--- config.mk ---
export PLATFORM = sky130hd
export DESIGN_NAME = serial_reg_rx
export DESIGN_NICKNAME = d
export VERILOG_FILES = /design/src/rtl/apu_pkg.sv /design/src/rtl/uart_rx_core.sv /design/src/rtl/serial_reg_rx.sv
export SDC_FILE = /design/constraint.sdc
export NUM_CORES = 1
export LEC_CHECK = 0
export ABC_AREA = 0
export ABC_CLOCK_PERIOD_IN_PS = 5110
export CAP_MARGIN = 30
export CORE_UTILIZATION = 60
export CTS_BUF_LIST = sky130_fd_sc_hd__clkbuf_4 sky130_fd_sc_hd__clkbuf_8 sky130_fd_sc_hd__clkbuf_16
export CTS_CLUSTER_SIZE = 8
export DETAILED_ROUTE_END_ITERATION = 12
export PLACE_DENSITY = 0.81
export SYNTH_ARGS = -nofsm -noshare
export SYNTH_HDL_FRONTEND = slang
export SYNTH_SLANG_ARGS = --single-unit
--- constraint.sdc ---
create_clock -name clk -period 5.11 [get_ports clk]
set_clock_uncertainty 0.15 [all_clocks]
set_input_delay 0.511 -clock clk [delete_from_list [all_inputs] [get_ports clk]]
set_output_delay 0.511 -clock clk [all_outputs]
set_load 0.02 [all_outputs]
--- src/rtl/apu_pkg.sv ---
// Shared types and helpers for the APU serial front end.
package apu_pkg;

  typedef enum logic [2:0] {
    IDLE,
    START,
    DATA,
    PARITY,
    STOP,
    BREAK
  } bit_state_e;

  typedef enum logic {
    F_IDLE,
    F_DATA
  } frm_state_e;

  localparam logic [4:0] APU_REG_MAX = 5'h17;

  function automatic int unsigned baud_div(input int unsigned clkrate,
                                           input int unsigned baudrate);
    return clkrate / baudrate;
  endfunction

endpackage

--- src/rtl/uart_rx_core.sv ---
// UART receiver: 2-FF synchronizer, bit FSM, byte and error strobes.
// UART_PARITY_EN selects 8E1 framing; otherwise 8N1.
module uart_rx_core
  import apu_pkg::*;
#(
  parameter int unsigned BAUD_DIV = 208
) (
  input  logic       clk,
  input  logic       rst_n,
  input  logic       rx,
  output logic [7:0] rx_data,
  output logic       rx_valid,
  output logic       rx_error
);

  localparam int unsigned HALF = BAUD_DIV / 2;
  localparam int unsigned CW = $clog2(BAUD_DIV + 1);
  localparam logic [CW-1:0] HALF_LAST = CW'(HALF - 1);
  localparam logic [CW-1:0] BIT_LAST = CW'(BAUD_DIV - 1);

  logic          rx_meta;
  logic          rx_sync;
  bit_state_e    state;
  logic [CW-1:0] cnt;
  logic [2:0]    bit_idx;
  logic [7:0]    shift;
  logic          valid_pend;
  logic          error_pend;
`ifdef UART_PARITY_EN
  logic          par_bad;
`endif

  always_ff @(posedge clk or negedge rst_n) begin
    if (!rst_n) begin
      rx_meta    <= 1'b1;
      rx_sync    <= 1'b1;
      state      <= IDLE;
      cnt        <= '0;
      bit_idx    <= '0;
      shift      <= '0;
      rx_data    <= '0;
      rx_valid   <= 1'b0;
      rx_error   <= 1'b0;
      valid_pend <= 1'b0;
      error_pend <= 1'b0;
`ifdef UART_PARITY_EN
      par_bad    <= 1'b0;
`endif
    end else begin
      rx_meta    <= rx;
      rx_sync    <= rx_meta;
      rx_valid   <= valid_pend;
      rx_error   <= error_pend;
      valid_pend <= 1'b0;
      error_pend <= 1'b0;
      cnt        <= cnt + 1'b1;
      case (state)
        IDLE: begin
          // cnt tracks cycles since rx_sync first went low
          if (!rx_sync) begin
            state <= START;
            cnt   <= CW'(1);
          end else begin
            cnt <= '0;
          end
        end
        START: begin
          if (cnt == HALF_LAST) begin
            cnt     <= '0;
            bit_idx <= '0;
            state   <= rx_sync ? IDLE : DATA;
          end
        end
        DATA: begin
          if (cnt == BIT_LAST) begin
            cnt     <= '0;
            shift   <= {rx_sync, shift[7:1]};
            bit_idx <= bit_idx + 1'b1;
            if (bit_idx == 3'd7) begin
`ifdef UART_PARITY_EN
              state <= PARITY;
`else
              state <= STOP;
`endif
            end
          end
        end
`ifdef UART_PARITY_EN
        PARITY: begin
          if (cnt == BIT_LAST) begin
            cnt     <= '0;
            par_bad <= rx_sync ^ (^shift);
            state   <= STOP;
          end
        end
`endif
        STOP: begin
          if (cnt == BIT_LAST) begin
            cnt <= '0;
            if (!rx_sync) begin
              error_pend <= 1'b1;
              state      <= BREAK;
`ifdef UART_PARITY_EN
            end else if (par_bad) begin
              error_pend <= 1'b1;
              state      <= IDLE;
`endif
            end else begin
              rx_data    <= shift;
              valid_pend <= 1'b1;
              state      <= IDLE;
            end
          end
        end
        BREAK: begin
          // line held low after a framing error: wait for idle level before rearming
          cnt <= '0;
          if (rx_sync) state <= IDLE;
        end
        default: state <= IDLE;
      endcase
    end
  end

endmodule

--- src/rtl/serial_reg_rx.sv ---
// Serial front end of the APU: UART bytes paired into (address, data) register writes.
// UART_PARITY_EN selects 8E1 framing in the receiver core.
module serial_reg_rx
  import apu_pkg::*;
#(
  parameter int unsigned CLKRATE  = 2_000_000,
  parameter int unsigned BAUDRATE = 9600,
  parameter int unsigned TIMEOUT  = 20,
  parameter int unsigned LINKHOLD = 200_000
) (
  input  logic       clk,
  input  logic       rst_n,
  input  logic       rx,
  output logic [7:0] rx_data,
  output logic       rx_valid,
  output logic       rx_error,
  output logic [4:0] reg_addr,
  output logic [7:0] reg_data,
  output logic       reg_we,
  output logic       link
);

  localparam int unsigned BAUD_DIV = baud_div(CLKRATE, BAUDRATE);
  localparam int unsigned TMO_CYCLES = TIMEOUT * BAUD_DIV;
  localparam int unsigned TW = $clog2(TMO_CYCLES + 1);
  localparam int unsigned LW = $clog2(LINKHOLD + 1);

  frm_state_e    f_state;
  logic [4:0]    addr_q;
  logic [TW-1:0] tmo_cnt;
  logic [LW-1:0] link_cnt;

  uart_rx_core #(
    .BAUD_DIV (BAUD_DIV)
  ) u_core (
    .clk      (clk),
    .rst_n    (rst_n),
    .rx       (rx),
    .rx_data  (rx_data),
    .rx_valid (rx_valid),
    .rx_error (rx_error)
  );

  always_ff @(posedge clk or negedge rst_n) begin
    if (!rst_n) begin
      f_state  <= F_IDLE;
      addr_q   <= '0;
      tmo_cnt  <= '0;
      reg_addr <= '0;
      reg_data <= '0;
      reg_we   <= 1'b0;
    end else begin
      reg_we <= 1'b0;
      if (rx_error) begin
        f_state <= F_IDLE;
      end else begin
        case (f_state)
          F_IDLE: begin
            tmo_cnt <= '0;
            if (rx_valid && (rx_data <= {3'b000, APU_REG_MAX})) begin
              addr_q  <= rx_data[4:0];
              f_state <= F_DATA;
            end
          end
          F_DATA: begin
            if (rx_valid) begin
              reg_addr <= addr_q;
              reg_data <= rx_data;
              reg_we   <= 1'b1;
              f_state  <= F_IDLE;
            end else if (tmo_cnt == TW'(TMO_CYCLES - 1)) begin
              // orphaned address byte: drop it so the next byte is treated as an address
              f_state <= F_IDLE;
            end else begin
              tmo_cnt <= tmo_cnt + 1'b1;
            end
          end
          default: f_state <= F_IDLE;
        endcase
      end
    end
  end

  always_ff @(posedge clk or negedge rst_n) begin
    if (!rst_n) begin
      link_cnt <= '0;
    end else if (rx_valid) begin
      link_cnt <= LW'(LINKHOLD);
    end else if (link_cnt != '0) begin
      link_cnt <= link_cnt - 1'b1;
    end
  end

  assign link = (link_cnt != '0);

endmodule

==> reports/qor.csv <==
stage;metric;value;unit
outcome;status;completed;
sta;Max Clk Rate;0.287;GHz
finish;Multi-input gate area;1820;µm²
sta;unrepaired setup endpoints after global routing;no;
logic_synthesis;Most used DFF post-synth;dfrtp_1;
sta;period utilization;68.1;%
logic_synthesis;synth warn;0;
global_routing;first-pass GRT wire length;13.0;mm
floorplanning;die area;7170;µm²
floorplanning;I/O pin cnt;28;
power_and_ir_drop;Total Power;1210;µW
floorplanning;FP Rows;29;
sta;actual slew at the worst max-slew pin;0.878;ns
logic_synthesis;synthesized cell area;4100;µm²
routing;DRC;0;
setup_path;worst-path maximum fanout;14;
place;IO Port Bufs;27;
routing;DRT iter0 DRCs;119;
hold_path;Hold Path Cell Cnt;0;
global_routing;gr usage total;23.1;%
logic_synthesis;EDFF count, synth;0;
finish;leading cell type in the layout, fill and taps excluded;dfrtp_1;
global_routing;pin count of the biggest net entering global routing;69;
sta;Slew Limit Fails;0;
logic_synthesis;post-synthesis sequential area ratio;53.1;%
sta;min Tclk post-route;3.48;ns
floorplanning;Die Ht;84.7;µm
hold_path;Hold Path Sink;u_core.rx_error;
routing;final WL;7.51;mm
clock_tree;cts repair resizes;0;
finish;fillers;446;
finish;Reg area;2180;µm²
setup_path;reg-to-reg slack, setup;2.51;ns
flow_run;max-cap violations;0;
clock_tree;CTS tree;built;
floorplanning;Initial Util;63.5;%
logic_synthesis;synthesis-stage register bit count;87;
routing;Vias/cell;6.15;
routing;wire per inst;15.8;µm
routing;Routed Antenna Nets;0;
sta;Hold Vio Cnt, Final;0;
global_routing;Congestion Overflow GR;0;
clock_tree;H-tree depth;3;
setup_path;CP arrival;2.82;ns
hold_path;Hold Path Class;flip-flop to flip-flop;
power_and_ir_drop;Leak Pwr;0.00217;µW
place;Final GP Congestion;0.869;
setup_path;critical path endpoint category;output pin;
routing;drt pass-1 iters;7;
setup_path;kind of critical path;flip-flop to output pin;
global_routing;vias in the first global route;2767;
logic_synthesis;Async S/R FF share, synth;100;%
clock_tree;cts bufs inserted;9;
logic_synthesis;Yosys cell types;51;
setup_path;reg2reg start;u_core.rx_valid;
clock_tree;maximum clock path buffer count;2;
sta;post-route setup slack;1.63;ns
setup_path;FF-to-FF End;addr_q[2];
routing;vias post-DR;2913;
logic_synthesis;post-synth net total;376;
logic_synthesis;Mapped Cells;368;
global_routing;initial antenna violation count;0;
place;DP Worst Slack;2.03;ns
finish;synthesis-to-layout area growth;13.4;%
hold_path;Hold Path Origin;u_core.error_pend;
clock_tree;clk root buf;clkbuf_8;
finish;fin nets;400;
power_and_ir_drop;Worst VDD drop;0.000205;V
setup_path;WP data required;4.45;ns
floorplanning;Die W;84.7;µm
floorplanning;core area;6460;µm²
clock_tree;clk slew on worst S/H paths;0.09;ns
place;HPWL after detailed placement;5.15;mm
logic_synthesis;syn_area_per_cell;11.1;µm²
clock_tree;clk sinks;87;
sta;relative slew slack;41.5;%
setup_path;R2R depth;4;
finish;ant diodes;0;
power_and_ir_drop;Power Density;261;nW/µm²
finish;most frequent cells in the layout;85 x dfrtp_1, 44 x mux2_2, 26 x clkdlybuf4s50_1;
clock_tree;Worst-Skew Late Latency;0.36;ns
sta;Final Setup Violations;0;
setup_path;Startpoint Class;flip-flop;
finish;ratio of cells with drive above 1 in the final layout;18.6;%
sta;setup TNS;0;ns
==> synthesized netlist by cell type (6+ instances only) <==
library cell | count | area share, %
nor2b_1 | 8 | 1.2
a211oi_1 | 7 | 1.3
nor2_1 | 24 | 2.2
or4_1 | 10 | 1.8
dfrtp_1 | 85 | 52
clkbuf_1 | 12 | 1.1
o21ai_0 | 15 | 1.8
a21oi_1 | 21 | 2.6
nand3_1 | 13 | 1.6
or3_1 | 6 | 0.92
inv_1 | 10 | 0.92
nand2_1 | 21 | 1.9
mux2_2 | 44 | 12
nor3_1 | 8 | 0.98
==> worst max-delay path: stages (launching register included) <==
cell             delay [ns]
dfrtp_1                0.41
or4_1                  0.64
nor2_1                 0.68
nand2_1                0.15
clkdlybuf4s50_1        0.58
==> layout make-up <==
class	count	area share [%]
inverter	10	0.807
clock inverter	7	1.91
sequential	87	46.8
timing repair buffer	29	6.56
tap	77	2.07
clock buffer	9	2.66
multi-input combinational	255	39.2
==> how the worst max path moves through the flow <==
stage	slack, ns	startpoint	to	cells after the start
5_1_grt	1.51	link_cnt[12]	link	4
2_1_floorplan	2.81	link_cnt[0]	link	5
6_report	1.63	link_cnt[12]	link	4
4_1_cts	1.61	link_cnt[12]	link	4
3_3_place_gp	2.12	link_cnt[12]	link	4
3_5_place_dp	2.03	link_cnt[12]	link	4
==> per-stage QoR <==
step	utilization [%]	hold WS [ns]	cell area, µm²	cells
CTS	72.0	0.203	4650	474
floorplan	-	0.0654	4100	368
global route	72.0	0.218	4650	474
detailed placement	68.6	0.188	4430	457
finish	72.0	0.207	4650	474
global placement	68.2	0.183	4400	456
==> cell families (layout without fill, tap and decap cells) <==
group / after synthesis / in the layout / synth area share [%]
adders and majority gates: 5 / 5 / 1.52
buffers and inverters: 26 / 55 / 2.47
muxes: 48 / 48 / 13.1
AOI/OAI and AO/OA: 66 / 66 / 10.2
DFF: 87 / 87 / 53.1
xor gates and xnor gates: 6 / 6 / 1.28
and+or+nand+nor: 130 / 130 / 18.4
==> state kept, by name, indices dropped and copies added, names as in the netlist, 5 cells and up <==
| signal | flops |
|---|---|
| u_core.rx_data | 8 |
| addr_q | 5 |
| reg_data | 8 |
| tmo_cnt | 13 |
| u_core.shift | 8 |
| reg_addr | 5 |
| u_core.cnt | 8 |
| link_cnt | 18 |
==> repair_timing <==
| action | in CTS | in global routing |
|---|---|---|
| endpoints found under the hold margin | 19 | 0 |
| setup buffers | 0 | 0 |
| endpoints found under the setup margin | 0 | 0 |
| hold buffers | 1 | 0 |
==> report_power, final <==
group          total, µW  internal [µW]  switching [µW]  leakage [µW]
clock                507            238             269      0.000109
combinational       17.5           4.20            13.3      0.000868
sequential           690            689            1.09       0.00119
==> per-layer routing <==
metal / part of all wire [%] / wire (µm) / track usage [%] / vias up
met5: 0 / 0 / 0 / -
met4: 1.2 / 87 / 8.78 / 0
met3: 3.0 / 222 / 3.83 / 6
met2: 49 / 3710 / 37.1 / 52
met1: 46 / 3480 / 31.9 / 1446
li1: - / - / - / 1409
Note: power is estimated with default switching activity, not from simulation.
